--- src/rtl/module_timer_bombillos_pkg.sv ---
// Shared types and defaults for the lobby-light timeout timer.
package pkg_timer_bombillos;

    typedef enum logic [1:0] {
        IDLE = 2'd0,
        RUN  = 2'd1,
        DONE = 2'd2
    } state_e;

    localparam int unsigned DEFAULT_PRESCALE = 10_000_000;
    localparam int unsigned DEFAULT_TIMEOUT  = 30;

endpackage

--- src/rtl/module_timer_bombillos_if.sv ---
// Timer handshake between the light-control FSM (master) and the timer (slave).
// warn_o exists only when TIMER_WARN_EN is defined.
interface module_timer_bombillos_if #(
    parameter int unsigned TIMEOUT_W = 8
);
    logic                 en_i;
    logic [TIMEOUT_W-1:0] timeout_i;
    logic                 fin_o;
    logic                 busy_o;
    logic [TIMEOUT_W-1:0] remaining_o;
`ifdef TIMER_WARN_EN
    logic                 warn_o;

    modport master (output en_i, timeout_i, input fin_o, busy_o, remaining_o, warn_o);
    modport slave  (input en_i, timeout_i, output fin_o, busy_o, remaining_o, warn_o);
`else
    modport master (output en_i, timeout_i, input fin_o, busy_o, remaining_o);
    modport slave  (input en_i, timeout_i, output fin_o, busy_o, remaining_o);
`endif
endinterface

--- src/rtl/module_timer_bombillos_prescaler.sv ---
// Free-running modulo-PRESCALE counter with synchronous clear; tick_o flags the last count.
module module_prescaler_tick #(
    parameter int unsigned PRESCALE = 10_000_000
) (
    input  logic clk_i,
    input  logic rst_i,
    input  logic clr_i,
    output logic tick_o
);
    localparam int unsigned     CNT_W = $clog2(PRESCALE);
    localparam logic [CNT_W-1:0] LAST = CNT_W'(PRESCALE - 1);

    logic [CNT_W-1:0] cnt_q, cnt_d;

    always_comb begin
        cnt_d = cnt_q + CNT_W'(1);
        if (clr_i || (cnt_q == LAST)) begin
            cnt_d = '0;
        end
    end

    always_ff @(posedge clk_i or negedge rst_i) begin
        if (!rst_i) begin
            cnt_q <= '0;
        end else begin
            cnt_q <= cnt_d;
        end
    end

    assign tick_o = (cnt_q == LAST);

endmodule

--- src/rtl/module_timer_bombillos.sv ---
// Lobby-light timeout timer: counts timeout_i prescaled ticks while en_i is high, then pulses fin_o.
// Optional warn_o (pre-expiry blink) is built only when TIMER_WARN_EN is defined.
module module_timer_bombillos
    import pkg_timer_bombillos::*;
#(
    parameter int unsigned PRESCALE   = DEFAULT_PRESCALE,
    parameter int unsigned TIMEOUT_W  = 8,
    parameter int unsigned WARN_TICKS = 5
) (
    input logic                    clk_i,
    input logic                    rst_i,
    module_timer_bombillos_if.slave bus
);
    if (PRESCALE < 2) begin : g_bad_prescale
        $error("PRESCALE must be >= 2");
    end
    if (WARN_TICKS >= (64'd1 << TIMEOUT_W)) begin : g_bad_warn
        $error("WARN_TICKS does not fit in TIMEOUT_W bits");
    end

    state_e               state_q, state_d;
    logic [TIMEOUT_W-1:0] rem_q, rem_d;
    logic                 fin_q, fin_d;
    logic                 tick;
    logic                 clr;

    // Prescaler is held at zero outside RUN, so RUN entry and abort both restart it.
    assign clr = (state_q != RUN) || !bus.en_i;

    module_prescaler_tick #(
        .PRESCALE(PRESCALE)
    ) u_prescaler (
        .clk_i (clk_i),
        .rst_i (rst_i),
        .clr_i (clr),
        .tick_o(tick)
    );

    always_comb begin
        state_d = state_q;
        rem_d   = rem_q;
        fin_d   = 1'b0;
        unique case (state_q)
            IDLE: begin
                if (bus.en_i) begin
                    if (bus.timeout_i == '0) begin
                        state_d = DONE;
                        fin_d   = 1'b1;
                    end else begin
                        state_d = RUN;
                        rem_d   = bus.timeout_i;
                    end
                end
            end
            RUN: begin
                // Abort takes priority over a terminal tick on the same edge.
                if (!bus.en_i) begin
                    state_d = IDLE;
                    rem_d   = '0;
                end else if (tick) begin
                    if (rem_q == TIMEOUT_W'(1)) begin
                        state_d = DONE;
                        rem_d   = '0;
                        fin_d   = 1'b1;
                    end else begin
                        rem_d = rem_q - TIMEOUT_W'(1);
                    end
                end
            end
            DONE: begin
                if (!bus.en_i) begin
                    state_d = IDLE;
                end
            end
            default: begin
                state_d = IDLE;
                rem_d   = '0;
            end
        endcase
    end

    always_ff @(posedge clk_i or negedge rst_i) begin
        if (!rst_i) begin
            state_q <= IDLE;
            rem_q   <= '0;
            fin_q   <= 1'b0;
        end else begin
            state_q <= state_d;
            rem_q   <= rem_d;
            fin_q   <= fin_d;
        end
    end

    assign bus.fin_o       = fin_q;
    assign bus.busy_o      = (state_q == RUN);
    assign bus.remaining_o = rem_q;

`ifdef TIMER_WARN_EN
    logic warn_q, warn_d;

    assign warn_d = (state_d == RUN) && (rem_d <= TIMEOUT_W'(WARN_TICKS));

    always_ff @(posedge clk_i or negedge rst_i) begin
        if (!rst_i) begin
            warn_q <= 1'b0;
        end else begin
            warn_q <= warn_d;
        end
    end

    assign bus.warn_o = warn_q;
`endif

endmodule

--- src/flat_wrapper.sv ---
// flat-port wrapper written by rule: the top's interface ports become plain ports
module module_timer_bombillos_flat import pkg_timer_bombillos::*;
#(
    parameter int unsigned PRESCALE   = DEFAULT_PRESCALE,
    parameter int unsigned TIMEOUT_W  = 8,
    parameter int unsigned WARN_TICKS = 5
)
  (clk_i, rst_i, bus_en_i, bus_timeout_i, bus_fin_o, bus_busy_o, bus_remaining_o);
  module_timer_bombillos_if #(.TIMEOUT_W(TIMEOUT_W)) bus_i ();
  input logic clk_i;
  input logic rst_i;
  input wire logic [$bits(bus_i.en_i)-1:0] bus_en_i;
  input wire logic [$bits(bus_i.timeout_i)-1:0] bus_timeout_i;
  output wire logic [$bits(bus_i.fin_o)-1:0] bus_fin_o;
  output wire logic [$bits(bus_i.busy_o)-1:0] bus_busy_o;
  output wire logic [$bits(bus_i.remaining_o)-1:0] bus_remaining_o;
  assign bus_i.en_i = bus_en_i;
  assign bus_i.timeout_i = bus_timeout_i;
  assign bus_fin_o = bus_i.fin_o;
  assign bus_busy_o = bus_i.busy_o;
  assign bus_remaining_o = bus_i.remaining_o;
  module_timer_bombillos #(.PRESCALE(PRESCALE), .TIMEOUT_W(TIMEOUT_W), .WARN_TICKS(WARN_TICKS)) u_core (.clk_i(clk_i), .rst_i(rst_i), .bus(bus_i));
endmodule
--- config.mk ---
export PLATFORM = sky130hd
export DESIGN_NAME = module_timer_bombillos_flat
export DESIGN_NICKNAME = d
export VERILOG_FILES = /design/src/rtl/module_timer_bombillos_pkg.sv /design/src/rtl/module_timer_bombillos_if.sv /design/src/rtl/module_timer_bombillos_prescaler.sv /design/src/rtl/module_timer_bombillos.sv /design/src/flat_wrapper.sv
export SDC_FILE = /design/constraint.sdc
export NUM_CORES = 1
export LEC_CHECK = 0
export CAP_MARGIN = 10
export CORE_MARGIN = 2
export CORE_UTILIZATION = 40
export DETAILED_ROUTE_END_ITERATION = 10
export PLACE_DENSITY = 0.7
export SLEW_MARGIN = 20
export SYNTH_ARGS = -nofsm -noshare
export SYNTH_HDL_FRONTEND = slang
export SYNTH_SLANG_ARGS = --single-unit
--- constraint.sdc ---
create_clock -name clk_i -period 2.5 [get_ports clk_i]
set_input_delay 0.625 -clock clk_i [delete_from_list [all_inputs] [get_ports clk_i]]
set_output_delay 0.625 -clock clk_i [all_outputs]
set_load 0.005 [all_outputs]
==> metrics.yaml, run 1 <==
synthesis:
  synth_edf_count: 0
  syn-num-nets: 225
  yosys-mux-area-fraction: 0.0175
  yosys.area.top_type: "dfrtp_1"
  synth_compound_area_frac: 0.121
  synthFlopType: "dfrtp_1"
  netlist_top_cells_area: "dfrtp_1 44%, nor2_1 6.4%, xnor2_1 5.7%, xor2_1 3.5%, nand2_1 2.4%"
  synthAdderAreaFrac: 0.0187
  syn_inst: 211
  ys.warnings.count: 0
  seq_area_frac_synth: 0.436
  yosysTopAreaCellShare: 0.436
  synth_cell_types: 45
  synth_top_family_by_area: "simple AND/OR/NAND/NOR gates"
  avgSynthCellArea_sq_um: 9.51
  synth_area_sq_mm: 0.00201
  synth-simple-area-share: 0.276
  synth-async-reset-ratio: 1.00
  synth_seq_cells: 35
  synth-xor-area-share: 0.0916
grt:
  met3_usage: 0.0375
  gr-total-overflow: 0
  grt_util_met2: 0.285
  antenna_found_initial: 0
  grt_max_degree: 36
  grt_pass1_wl_mm: 7.16
  track_usage: 0.171
  grt.busiest_layer: "met2"
  grt_pass1_vias: 1559
  met1_usage: 0.217
setup_path:
  worst-endpoint-arrival_ps: 1550
  rrSetupSlack_ps: 600
  required_ps: 1880
  cp-end-kind: "primary output"
  critical_path_peak_fanout: 10
  worstRegToRegCells: 7
  path_class: "flip-flop to primary output"
  crit_path_start_kind: "flip-flop"
clocking:
  clkSinkCount: 35
  tritoncts: "built"
  cts.reportedPaths.clkPinSlew_ps: 70
  clockBufferDepth: 2
  ctsResizeCount: 0
  htreeDepth: 2
  cts_setup_buffers: 0
  insertion_delay_ps: 290
  holdBufCountCts: 0
  cts_root_buf: "clkbuf_8"
  cts_buffers: 5
power:
  vdd_drop_max_mv: 0.330
  powerDensity_mw_per_mm2: 568
  leakagePower_uw: 0.000976
outcome:
  outcome: "finished clean"
sta:
  finClkSkew_ps: 5.23
  period_share: 0.868
  max_freq_mhz: 461
  slew_viol_final: 0
  finalSetupViolations: 0
  min_period_ps: 2170
  setup_tns_ps: 0
  hold_viol: 0
  rsz0062_at_grt: "no"
  layout_setup_ws_ps: 329
  relSlewSlack: 0.669
  tightestPinTransition_ps: 493
place:
  placed_cell_area_sq_mm: 0.00230
  dp.final_hpwl_mm: 3.12
  finalWeightedCongestion: 0.860
  pre_cts_ws_ps: 139
  io_buffers: 20
detailed_routing:
  ant_nets: 0
  wl_per_cell_um: 13.7
  totalWireLength_mm: 4.20
  drcViolationCount: 0
  vias: 1617
  drt_iter0_markers: 57
  via_per_inst: 5.27
  dr.pass1.iters: 4
die:
  io_pins: 21
  die_x_um: 74.8
  core_sq_mm: 0.00479
  die_h_um: 74.8
  die_area_sq_mm: 0.00560
  initial_core_util: 0.419
  rows: 25
layout:
  nFillCells: 461
  fin_nets: 253
  num_antenna_cells: 0
  syn2layout_area_growth_pct: 19.4
  postLayoutCoreUtil: 0.501
  drive_above_1_share: 0.113
  fin_area_sq_mm: 0.00240
run:
  drv_cap: 0
hold_path:
  holdPathStages: 1
  hp-class: "flip-flop to flip-flop"
==> stage by stage <==
stage | total power, uW | std cells | hold slack (ps)
detailed placement | 926 | 299 | 480
global placement | 922 | 299 | 472
finish | 1360 | 307 | 489
global route | 1440 | 307 | 524
floorplan | 795 | 211 | 329
CTS | 1380 | 307 | 489
==> critical path: stages, from the launching register on <==
cell	delay [ps]
dfrtp_1	500
nor2b_1	230
clkdlybuf4s50_1	520
==> path summary, 6_finish.rpt <==
| path | startpoint | end |
|---|---|---|
| setup / recovery | u_core.state_q[0] | bus_busy_o |
| hold / removal | u_core.u_prescaler.cnt_q[0] | u_core.u_prescaler.cnt_q[0] |
| setup reg to reg | u_core.bus.remaining_o[1] | u_core.bus.remaining_o[3] |
| hold reg to reg | u_core.u_prescaler.cnt_q[0] | u_core.u_prescaler.cnt_q[0] |
| max in group asynchronous | rst_i | u_core.u_prescaler.cnt_q[17] |
| min in group asynchronous | rst_i | u_core.bus.remaining_o[5] |
==> cell usage in the layout, fill, tap and decap left out, types with 2 or more instances in the layout <==
cell	Yosys	routed
nor4_2	2	2
clkbuf_8	0	7
xor2_1	8	8
a31oi_1	2	2
o31ai_1	4	4
a21oi_1	7	7
dfrtp_1	35	35
ha_1	3	3
a21o_1	3	3
or2_1	2	2
xnor2_1	13	13
o21ai_0	4	4
nor2_1	34	34
clkdlybuf4s50_1	0	20
nand4_1	4	4
nand2_1	13	13
a22oi_1	3	3
or3_1	2	2
nor3_1	7	7
and3_1	5	5
nor4_1	3	3
inv_1	8	8
nor3b_1	2	2
nor2b_1	7	7
a32oi_1	3	3
buf_4	0	7
mux2i_1	2	2
nand3_1	7	7
and2_1	2	2
o21ai_1	4	4
and4_1	2	2
==> power breakdown <==
part	switching, uW	internal [uW]	total [uW]
combinational	131	142	273
clock	194	251	445
sequential	45.0	598	643
total	369	992	1360
==> logic make-up (layout without fill, tap and decap cells) <==
kind of cell,Yosys count,after routing
AND/OR/NAND/NOR,101,101
XOR/XNOR,21,21
buffers and inverters,14,43
flip-flops,35,35
adder cells (fa/ha/maj),3,3
AO/OA/AOI/OAI,34,34
multiplexers,3,3
==> cells in the mapped netlist (3+ instances only) <==
cell,instances
a21o_1,3
a21oi_1,7
a22oi_1,3
a32oi_1,3
and3_1,5
buf_6,3
dfrtp_1,35
ha_1,3
inv_1,8
nand2_1,13
nand3_1,7
nand4_1,4
nor2_1,34
nor2b_1,7
nor3_1,7
nor4_1,3
o21ai_0,4
o21ai_1,4
o31ai_1,4
xnor2_1,13
xor2_1,8
==> routing by layer <==
metal,vias up,part of all wire,wire length (um)
met4,0,0.011,48
met1,779,0.47,1970
met5,-,0,0
met3,8,0.037,157
met2,31,0.48,2030
li1,799,-,-
==> registers in the layout, indices dropped and copies added (netlist names) <==
| register | cells |
|---|---|
| u_core.state_q | 2 |
| u_core.bus.remaining_o | 8 |
| u_core.u_prescaler.cnt_q | 24 |
| u_core.bus.fin_o | 1 |
==> final cells by class <==
cell class                 instances  area [sq um]  share of cell area
clock buffer                       8           100              0.0418
inverter                           8          30.0              0.0125
multi-input combinational        162          1050               0.440
sequential                        35           876               0.366
tap                               67          83.8              0.0350
timing repair buffer              27           253               0.105
Note: power is estimated with default switching activity, not from simulation.
==> inputs of run 2 (changes only) <==
- PLACE_DENSITY: 0.7 -> 0.72
- clock period: 2.5 -> 1.9 ns (I/O delays scaled with it)
==> run 2 against run 1 <==
Against the previous run: die area did not move; non-clock buffer count rose by 26; largest cell class unchanged; power rose by 36%; highest routed layer unchanged; critical endpoint is now u_core.bus.remaining_o[6].
==> metrics.yaml, run 2 (same netlist as run 1, synthesis figures left out) <==
outcome:
  outcome: "finished clean"  # unchanged
detailed_routing:
  wl_per_cell_um: 14.1  # was 13.7 um
  totalWireLength_mm: 4.69  # was 4.20 mm
  drt_iter0_markers: 80  # was 57
  dr.pass1.iters: 4  # unchanged
  via_per_inst: 5.22  # was 5.27
  vias: 1739  # was 1617
  ant_nets: 0  # unchanged
  drcViolationCount: 0  # unchanged
die:
  core_sq_mm: 0.00479  # unchanged
  io_pins: 21  # unchanged
  die_x_um: 74.8  # unchanged
  initial_core_util: 0.419  # unchanged
  die_area_sq_mm: 0.00560  # unchanged
  rows: 25  # unchanged
  die_h_um: 74.8  # unchanged
layout:
  multiInputGateArea_sq_mm: 0.00111  # was 0.00105 sq mm
  largest_reg_flops: 24  # unchanged
  fin_nets: 279  # was 253
  nFillCells: 425  # was 461
  syn2layout_area_growth_pct: 32.5  # was 19.4%
  drive_above_1_share: 0.237  # was 0.113
  largest_register: "u_core.u_prescaler.cnt_q"  # unchanged
  final_cell_mix: "33 x nor2_1, 33 x dfrtp_1, 30 x buf_4"  # was 35 x dfrtp_1, 34 x nor2_1, 20 x clkdlybuf4s50_1
  fin_area_sq_mm: 0.00266  # was 0.00240 sq mm
  final-seq-area_sq_um: 878  # was 876 sq um
  fin_cells: 333  # was 307
  postLayoutCoreUtil: 0.556  # was 0.501
  num_antenna_cells: 0  # unchanged
clocking:
  clkSinkCount: 35  # unchanged
  cts_buffers: 5  # unchanged
  htreeDepth: 2  # unchanged
  insertion_delay_ps: 290  # about the same
  cts.reportedPaths.clkPinSlew_ps: 70  # about the same
  clockBufferDepth: 2  # unchanged
  tritoncts: "built"  # unchanged
  cts_root_buf: "clkbuf_8"  # unchanged
grt:
  gr-total-overflow: 0  # unchanged
  grt_max_degree: 36  # unchanged
  grt_pass1_wl_mm: 7.70  # was 7.16 mm
  track_usage: 0.181  # was 0.171
  grt_pass1_vias: 1729  # was 1559
  antenna_found_initial: 0  # unchanged
place:
  pre_cts_ws_ps: -332  # was 139 ps
  placed_cells: 323  # was 299
  dp.final_hpwl_mm: 3.30  # was 3.12 mm
  io_buffers: 20  # unchanged
  placed_cell_area_sq_mm: 0.00249  # was 0.00230 sq mm
  finalWeightedCongestion: 0.839  # was 0.860
sta:
  max_freq_mhz: 548
  finalSetupViolations: 0  # unchanged
  hold_viol: 0  # unchanged
  layout_setup_ws_ps: 75.2  # was 329 ps
  finClkSkew_ps: 8.78  # was 5.23 ps
  tightestPinTransition_ps: 482  # was 493 ps
  relSlewSlack: 0.678  # was 0.669
  period_share: 0.960
  slew_viol_final: 0  # unchanged
  min_period_ps: 1820
setup_path:
  required_ps: 2080  # was 1880 ps
  worst-endpoint-arrival_ps: 2000  # was 1550 ps
  critical_path_peak_fanout: 2  # was 10
  path_class: "primary input to flip-flop"  # was flip-flop to primary output
  cp-end-kind: "flip-flop"  # was primary output
  crit_path_start_kind: "primary input"  # was flip-flop
power:
  leakagePower_uw: 0.00112  # was 0.000976 uW
  powerDensity_mw_per_mm2: 695  # was 568 mW/mm^2
  vdd_drop_max_mv: 0.376  # was 0.330 mV
run:
  drv_cap: 0  # unchanged
hold_path:
  hp-class: "flip-flop to flip-flop"  # unchanged
run 2: cell count changes in the layout (fill, tap and decap cells not counted), sizes merged:
| cell | previous run | this run |
|---|---|---|
| clkdlybuf4s50 | 20 | 19 |
| clkinv | 0 | 1 |
| dlymetal6s2s | 0 | 1 |
| clkbuf | 8 | 7 |
| buf | 7 | 33 |
run 2: final cells by class:
class,instances,share of cell area
clock inverters,1,0.00188
multi-input cells,162,0.419
clock buffers,7,0.0287
flip-flops and latches,35,0.330
repair buffers,53,0.177
well taps,67,0.0315
inverters,8,0.0113
run 2: worst paths after layout:
| kind | slack, ps | from | cells past startpoint | end |
|---|---|---|---|---|
| worst max-delay path | 80 | bus_timeout_i[7] | 6 | u_core.bus.remaining_o[6] |
| worst min register to register | 480 | u_core.u_prescaler.cnt_q[0] | 1 | u_core.u_prescaler.cnt_q[0] |
| max in group asynchronous | 940 | rst_i | 2 | u_core.state_q[1] |
| min in group asynchronous | 600 | rst_i | 2 | u_core.bus.remaining_o[4] |
| worst max register to register | 90 | u_core.bus.remaining_o[1] | 8 | u_core.bus.remaining_o[5] |
| worst min-delay path | 480 | u_core.u_prescaler.cnt_q[0] | 1 | u_core.u_prescaler.cnt_q[0] |
run 2: what timing repair did:
action,4_1_cts,5_1_grt
hold buffers,0,0
endpoints found under the setup margin,4,11
pin swaps,0,4
buffers inserted,0,2
resized for setup,4,14
gates cloned,0,0
run 2: critical path, cell delays in order:
cell and delay, ps:
clkdlybuf4s50_1 450, nor4_2 320, nand2_1 140, a21oi_2 190
or2_4 150, mux2_4 280
run 2: report_power, final:
group          total [uW]  internal, uW  leakage [uW]  switching (uW)
Clock                 514           257     0.0000422             257
Combinational         511           275      0.000607             236
Sequential            823           787      0.000471            35.5
run 2: per-layer routing:
metal | share of wire | global-route usage
met1 | 0.46 | 0.230
met5 | 0 | 0
met3 | 0.053 | 0.0442
met2 | 0.48 | 0.300
met4 | 0.0092 | 0.0675
run 2: metrics by stage:
stage	total power [uW]	setup TNS, ps	hold WS, ps
after CTS	1830	0	482
after detailed placement	1310	-2610	474
final	1850	0	478
after floorplan	1050	0	179
after global routing	1960	-24.3	515
after global placement	1300	-2250	468
==> inputs of run 3 (changes only) <==
- CTS_CLUSTER_DIAMETER: not set -> 100
- CTS_CLUSTER_SIZE: not set -> 25
- PLACE_DENSITY: 0.72 -> 0.7
- clock period: 1.9 -> 2.23 ns (I/O delays scaled with it)
==> run 3 against run 2 <==
Against the previous run: non-clock buffer count fell by 16; flip-flop and latch count unchanged; largest cell class unchanged; clock-buffer cell count unchanged; setup slack improved by 50 ps.
==> metrics.yaml, run 3 (same netlist as run 1, synthesis figures left out) <==
clocking:
  cts.reportedPaths.clkPinSlew_ps: 70  # about the same
  ctsResizeCount: 0  # was 4
  clkSinkCount: 35  # unchanged
  htreeDepth: 2  # unchanged
  cts_setup_buffers: 0  # unchanged
  cts_root_buf: "clkbuf_8"  # unchanged
  insertion_delay_ps: 290  # about the same
  clockBufferDepth: 2  # unchanged
  cts_buffers: 5  # unchanged
  tritoncts: "built"  # unchanged
  holdBufCountCts: 0  # unchanged
setup_path:
  worstRegToRegCells: 8  # unchanged
  cp-end-kind: "primary output"  # was flip-flop
  critical_path_peak_fanout: 10  # was 2
  worst-endpoint-arrival_ps: 1550  # was 2000 ps
  crit_path_max_incr_delay_ps: 520  # was 450 ps
  r2r-start: "u_core.bus.remaining_o[1]"  # unchanged
  timing.critical_path.buf_inv: 1  # unchanged
  r2r_end: "u_core.bus.remaining_o[3]"  # was u_core.bus.remaining_o[5]
  crit_path_start_kind: "flip-flop"  # was primary input
  crit_path_cell_trace: "nor2b_1 > clkdlybuf4s50_1"  # was clkdlybuf4s50_1 > nor4_2 > nand2_1 > a21oi_2 > or2_4 > mux2_4
  critical-path-top-delay-family: "flip-flops"  # was simple AND/OR/NAND/NOR gates
  rrSetupSlack_ps: 320  # was 90 ps
  cp_slowest_cell: "dfrtp_1"  # was clkdlybuf4s50_1
  required_ps: 1670  # was 2080 ps
  path_class: "flip-flop to primary output"  # was primary input to flip-flop
detailed_routing:
  dr.pass1.iters: 5  # was 4
  wl_per_cell_um: 13.2  # was 14.1 um
  drt_iter0_markers: 91  # was 80
  via_per_inst: 5.21  # was 5.22
  ant_nets: 0  # unchanged
  drcViolationCount: 0  # unchanged
  totalWireLength_mm: 4.20  # was 4.69 mm
  vias: 1650  # was 1739
die:
  rows: 25  # unchanged
  die_h_um: 74.8  # unchanged
  die_area_sq_mm: 0.00560  # unchanged
  die_x_um: 74.8  # unchanged
  core_sq_mm: 0.00479  # unchanged
  initial_core_util: 0.419  # unchanged
  io_pins: 21  # unchanged
power:
  leakagePower_uw: 0.00102  # was 0.00112 uW
  vdd_drop_max_mv: 0.439  # was 0.376 mV
  p_total_uw: 1480  # was 1850 uW
  powerDensity_mw_per_mm2: 604  # was 695 mW/mm^2
hold_path:
  hold_start: "u_core.u_prescaler.cnt_q[0]"  # unchanged
  hp-class: "flip-flop to flip-flop"  # unchanged
  holdPathStages: 1  # unchanged
  whs_endpoint: "u_core.u_prescaler.cnt_q[0]"  # unchanged
layout:
  largest_reg_flops: 24  # unchanged
  fin_nets: 263  # was 279
  syn2layout_area_growth_pct: 22.2  # was 32.5%
  final_cell_mix: "35 x dfrtp_1, 34 x nor2_1, 20 x clkdlybuf4s50_1"  # was 33 x nor2_1, 33 x dfrtp_1, 30 x buf_4
  drive_above_1_share: 0.144  # was 0.237
  largest_register: "u_core.u_prescaler.cnt_q"  # unchanged
  num_antenna_cells: 0  # unchanged
  final_common_cell: "dfrtp_1"
grt:
  grt_pass1_wl_mm: 7.13  # was 7.70 mm
  grt_pass1_vias: 1697  # was 1729
  antenna_found_initial: 0  # unchanged
  track_usage: 0.165  # was 0.181
  grt_max_degree: 36  # unchanged
  gr-total-overflow: 0  # unchanged
sta:
  tightestPinTransition_ps: 441  # was 482 ps
  finClkSkew_ps: 6.01  # was 8.78 ps
  slew_viol_final: 0  # unchanged
  setup_tns_ps: 0  # unchanged
  timing.hold.ws_ps: 484  # was 478 ps
  finalSetupViolations: 0  # unchanged
  layout_setup_ws_ps: 125  # was 75.2 ps
  period_share: 0.944
  relSlewSlack: 0.706  # was 0.678
  hold_viol: 0  # unchanged
  rsz0062_at_grt: "no"
  max_freq_mhz: 475
  min_period_ps: 2100
place:
  io_buffers: 20  # unchanged
  dp.final_hpwl_mm: 3.06  # was 3.30 mm
  pre_cts_ws_ps: -51.8  # was -332 ps
  finalWeightedCongestion: 0.839  # about the same
outcome:
  outcome: "finished clean"  # unchanged
run:
  drv_cap: 0  # unchanged
run 3: cell count changes in the layout (fill, tap and decap cells not counted), moves of 2 or more:
| cell | delta |
|---|---|
| buf_4 | -13 |
| nor4_1 | +3 |
| nor4_2 | -3 |
| buf_6 | -2 |
| dfrtp_1 | +2 |
| dfrtp_2 | -2 |
run 3: final cells by class:
class	count	area (sq um)
multi-input combinational	162	1050
sequential	35	876
timing repair buffer	37	328
inverter	8	30.0
fill	447	2330
tap	67	83.8
clock buffer	7	76.3
clock inverter	1	5.00
run 3: per-stage QoR:
step / std cells / utilization / area, sq um
2_1_floorplan: 211 / - / 2010
3_3_place_gp: 309 / 0.495 / 2370
3_5_place_dp: 309 / 0.495 / 2370
4_1_cts: 317 / 0.512 / 2450
5_1_grt: 317 / 0.512 / 2450
6_report: 317 / 0.512 / 2450
run 3: where the power goes:
group | switching [uW] | total [uW] | internal (uW)
logic | 149 | 325 | 176
registers | 49.7 | 720 | 671
clock network | 217 | 436 | 219
total | 416 | 1480 | 1070
run 3: worst max path at each step:
stage	depth (start not counted)	start	slack (ps)	to
global placement	7	bus_timeout_i[5]	-0.9	u_core.bus.remaining_o[6]
floorplan	6	bus_timeout_i[5]	270	u_core.bus.remaining_o[6]
detailed placement	7	bus_timeout_i[5]	-50	u_core.bus.remaining_o[6]
CTS	2	u_core.state_q[0]	120	bus_busy_o
global route	2	u_core.state_q[0]	60	bus_busy_o
finish	2	u_core.state_q[0]	130	bus_busy_o
run 3: metal layers:
metal	global-route usage	wire [um]	vias up
met1	0.198	1890	786
met4	0.0675	75	0
met5	0	0	-
li1	-	-	812
met3	0.0348	232	9
met2	0.288	2000	43
